<file path="src/rtl/mreg_file.sv">
// Parametrised DECODE-stage register file: NREAD combinational read ports, two
// write ports with write-to-read bypass, optional hardwired zero register, busy scoreboard.
module mreg_file #(
  parameter int WIDTH    = 32,
  parameter int DEPTH    = 32,
  parameter int NREAD    = 2,
  parameter int ZERO_REG = 1,
  localparam int AW      = $clog2(DEPTH)
) (
  input  logic                   clk,
  input  logic                   rst_n,
  input  logic                   regwrite,
  input  logic [AW-1:0]          rd,
  input  logic [WIDTH-1:0]       writedata,
  input  logic                   regwrite2,
  input  logic [AW-1:0]          rd2,
  input  logic [WIDTH-1:0]       writedata2,
  input  logic                   reserve,
  input  logic [AW-1:0]          reserve_addr,
  input  logic [NREAD*AW-1:0]    raddr,
  output logic [NREAD*WIDTH-1:0] rdata,
  output logic [NREAD-1:0]       rbusy
);

  localparam bit ZeroEn = (ZERO_REG != 0);

  logic [WIDTH-1:0] regs [DEPTH];
  logic [DEPTH-1:0] busy;
  logic [DEPTH-1:0] busy_next;
  logic             we0;
  logic             we1;
  logic             res;
  logic [AW-1:0]    a;

  // Writes and reserves aimed at a hardwired zero register are dropped here.
  assign we0 = regwrite  && !(ZeroEn && (rd == '0));
  assign we1 = regwrite2 && !(ZeroEn && (rd2 == '0));
  assign res = reserve   && !(ZeroEn && (reserve_addr == '0));

  // Port 1 is applied last so it wins a same-address collision.
  always_ff @(posedge clk or negedge rst_n) begin
    if (!rst_n) begin
      for (int i = 0; i < DEPTH; i++) regs[i] <= '0;
    end else begin
      if (we0) regs[rd]  <= writedata;
      if (we1) regs[rd2] <= writedata2;
    end
  end

  // A new producer reserving a register outranks a write completing to it.
  always_comb begin
    busy_next = busy;
    if (we0) busy_next[rd]           = 1'b0;
    if (we1) busy_next[rd2]          = 1'b0;
    if (res) busy_next[reserve_addr] = 1'b1;
  end

  always_ff @(posedge clk or negedge rst_n) begin
    if (!rst_n) busy <= '0;
    else        busy <= busy_next;
  end

  always_comb begin
    rdata = '0;
    rbusy = '0;
    a     = '0;
    for (int i = 0; i < NREAD; i++) begin
      a = raddr[i*AW +: AW];
      if (!rst_n) begin
        rdata[i*WIDTH +: WIDTH] = '0;
      end else if (ZeroEn && (a == '0)) begin
        rdata[i*WIDTH +: WIDTH] = '0;
      end else if (regwrite2 && (rd2 == a)) begin
        rdata[i*WIDTH +: WIDTH] = writedata2;
      end else if (regwrite && (rd == a)) begin
        rdata[i*WIDTH +: WIDTH] = writedata;
      end else begin
        rdata[i*WIDTH +: WIDTH] = regs[a];
        rbusy[i]                = busy[a];
      end
    end
  end

endmodule

</file>
<file path="config.mk">
export PLATFORM = sky130hd
export DESIGN_NAME = mreg_file
export DESIGN_NICKNAME = d
export VERILOG_FILES = /design/src/rtl/mreg_file.sv
export SDC_FILE = /design/constraint.sdc
export NUM_CORES = 2
export LEC_CHECK = 0
export ABC_AREA = 0
export ABC_CLOCK_PERIOD_IN_PS = 2450
export BUFFER_PORTS_ARGS = -buffer_cell sky130_fd_sc_hd__buf_4
export CAP_MARGIN = 10
export CORE_MARGIN = 2
export CORE_UTILIZATION = 30
export DETAILED_ROUTE_END_ITERATION = 10
export PLACE_DENSITY = 0.46
export SLEW_MARGIN = 20
export SYNTH_ARGS = -nofsm -noshare
export SYNTH_HDL_FRONTEND = slang
export SYNTH_SLANG_ARGS = --single-unit
</file>
<file path="constraint.sdc">
create_clock -name clk -period 2.45 [get_ports clk]
set_input_delay 0.49 -clock clk [delete_from_list [all_inputs] [get_ports clk]]
set_output_delay 0.49 -clock clk [all_outputs]
set_load 0.005 [all_outputs]
</file>
==> results by group <==
Run status
  • Run status: finished with violations
  • Failing checks: negative setup slack

Job
  • Max-Cap Viols: 0

Finish
  • FILL cells: 21,500
  • Post-layout net count: around 7,300
  • Synthesis-to-layout area growth: 30.2%
  • Share of post-route cells with drive strength above 1: 0.290

Timing
  • Fmax: 0.317 GHz
  • # setup viols final: 66
  • Worst Tran Pin Value: 1.08 ns
  • Min Clock Period, post-route: 3.15 ns
  • Final hold vios: 0
  • Final slew viol count: 0
  • Fin crit share: 1.29
  • Hold_ws: 0.0347 ns
  • RSZ-0062 raised after global routing: yes
  • Max_slew headroom: 0.277
  • Fin Clk Skew: 0 ns
  • Worst Setup Slack, final: -0.702 ns

Detailed routing
  • Avg WL per Cell: 33.4 um
  • Via/cell ratio: around 5.9
  • Via count: 60,700
  • Initial DRT Pass Iterations: 6
  • DR DRC count: 0
  • Routed WL: 345,000 um
  • Final ANT Viol Nets: 0
  • Initial DRC count: 7,741

Logic synthesis
  • Most used DFF post-synth: dfrtp_1
  • Seq/Total Area, Yosys: 0.396
  • EDFF count, synth: 0
  • Syn avg cell area: 9.86 um^2
  • Yosys reg bits: 1,056
  • Syn Inst Count: just under 7,000
  • Synth Warn #: 0
  • Yosys cell types: 63
  • Ys async rst share: 1.00
  • Synthesized cell area: 66,700 um^2
  • Synth Net Count: 6,859

Clock tree
  • Worst-skew pair later-pin latency: 0.80 ns
  • CTS sink cnt: 1,056
  • CTS tree: yes
  • Clock Path Buffers: 3
  • Num CTS Buffers: approximately 130
  • Worst-path clk slew: roughly 0.06 ns
  • Htree depth: 4
  • Root buf cell: clkbuf_16

Floorplan
  • Rows: 173
  • Die ar.: between 200,000 and 250,000 um^2
  • Placeable Area: between 200,000 and 250,000 um^2
  • Die X: 475 um
  • Starting Density: 0.301
  • # IOs: 160
  • Chip Height: 475 um

Global route
  • Number of global-route vias before repair: roughly 60,000
  • Largest net degree at the start of global routing: 152
  • First-pass GRT wire length: 478,000 um
  • Antenna violations before repair: 9
  • GRT Util Overall: 0.299
  • GRT overflow: 0

Placed design
  • Dpl hpwl: 225,000 um
  • Port bufs: 159
  • Final Wtd Congestion: ~0.91

Power
  • Power per cell area: 742 nW/um^2
  • Worst VDD drop: approximately 770 uV
  • Power, Total: about 0.064 W
  • Leakage: 36.7 nW

Critical path
  • Largest fanout on the critical path: 3
  • Slowest-stage cell, CP: mux4_2
  • Kind of critical path: flip-flop to primary output
  • Critical Path Sink Type: primary output
  • Crit path top cell by count: mux4_2
  • Data required, critical path: 1.96 ns
  • Crit path DAT: 2.66 ns
  • Startpoint types: flip-flop
  • Slowest stage delay, CP: 0.51 ns
  • CP Cell Sequence: mux4_2 > mux4_2 > mux2i_4 > nor2_1 > buf_4

Min path
  • Worst hold path type: input port to flip-flop
==> path summary, 6_finish.rpt <==
kind                                       from              endpoint  slack, ns  depth (start not counted)
max                          busy[29]$_DFF_PN0_              rbusy[1]      -0.70                          5
min                               writedata[28]   regs[572]$_DFF_PN0_       0.03                          3
max reg2reg                 regs[552]$_DFF_PN0_   regs[552]$_DFF_PN0_       1.44                          4
min reg2reg                regs[1023]$_DFF_PN0_  regs[1023]$_DFF_PN0_       0.40                          0
max in group asynchronous                 rst_n   regs[262]$_DFF_PN0_       0.22                          5
min in group asynchronous                 rst_n    busy[31]$_DFF_PN0_       0.55                          3
==> timing repair <==
action / in CTS / in global routing
endpoints found under the hold margin: 42 / 0
gates cloned: 7 / 2
gates resized for setup: 390 / 134
hold buffers: 2 / 0
buffers inserted: 182 / 38
setup endpoints to repair: 66 / 66
pin swaps: 211 / 92
==> cells in the mapped netlist (84+ instances only) <==
library cell,number,share of area
o22ai_1,96,0.0090
a21oi_1,509,0.038
a22oi_1,224,0.025
o21ai_1,84,0.0063
o21ai_0,530,0.040
dfrtp_1,1056,0.40
clkbuf_1,518,0.029
mux2i_1,1214,0.18
nand2_1,859,0.048
nor2_1,528,0.030
buf_2,170,0.013
mux4_2,340,0.11
==> layout by cell type (no fill, tap or decap), types with 32 or more instances in the layout <==
cell / Yosys / final
nor2_4: 6 / 39
a21oi_1: 509 / 509
nand3_1: 69 / 67
buf_6: 9 / 63
mux2i_1: 1214 / 1211
buf_12: 0 / 308
clkbuf_16: 0 / 139
a2bb2oi_1: 49 / 49
nor2_1: 528 / 506
mux4_2: 340 / 340
o22ai_1: 96 / 51
a31oi_1: 54 / 54
o21ai_1: 84 / 113
dfrtp_1: 1056 / 1056
buf_4: 75 / 771
a22oi_1: 224 / 121
o21ai_0: 530 / 466
a22oi_2: 0 / 103
clkbuf_8: 0 / 32
nand2_1: 859 / 816
a32oi_1: 45 / 45
==> area by class of cell <==
cell class,instances,area [um^2],share of cell area
diodes,3,7.51,0.0000864
clock buffers,198,3980,0.0458
clock inverters,39,417,0.00480
inverters,5,18.8,0.000216
multi-input cells,4854,38900,0.448
flip-flops and latches,1056,26400,0.304
well taps,2975,3720,0.0429
repair buffers,1174,13400,0.154
==> state kept, by name, indices dropped and copies added, names as in the netlist <==
register  count
busy         32
regs       1024
==> per-layer routing <==
| metal | vias to the layer above | GRT usage | share of wire |
|---|---|---|---|
| met5 | - | 0.00405 | 0.00080 |
| met4 | 12 | 0.141 | 0.054 |
| met3 | 826 | 0.0697 | 0.094 |
| met2 | 3568 | 0.445 | 0.43 |
| met1 | 30800 | 0.409 | 0.42 |
| li1 | 25500 | - | - |
==> power breakdown <==
part           internal (W)  switching, W  total [W]
sequential           0.0219       0.00385     0.0258
combinational       0.00953       0.00862     0.0181
clock                0.0119       0.00864     0.0205
==> worst max-delay path, delay by kind of cell, from the launching register on <==
family,cells,cell delay (ns)
buffers and inverters,1,0.13
DFF,1,0.41
muxes,3,1.24
and+or+nand+nor,1,0.07
==> stage by stage <==
stage	util	instance area [um^2]	TNS, ns	instances	setup slack, ns
finish	0.392	86900	-33.60	10300	-0.702
global route	0.392	86900	-36.92	10300	-0.710
CTS	0.388	86000	-34.56	10300	-0.690
detailed placement	0.353	78200	-43.77	9865	-1.23
global placement	0.353	78200	-43.39	9865	-1.28
floorplan	-	66800	-0.0669	6765	-0.00334
==> kinds of logic after synthesis <==
group | Yosys count | synth area share
buffers and inverters | 855 | 0.0566
AND/OR/NAND/NOR | 1593 | 0.0993
flip-flops | 1056 | 0.396
XOR/XNOR | 20 | 0.00263
AO/OA/AOI/OAI | 1687 | 0.148
multiplexers | 1554 | 0.297
Note: power is estimated with default switching activity, not from simulation.
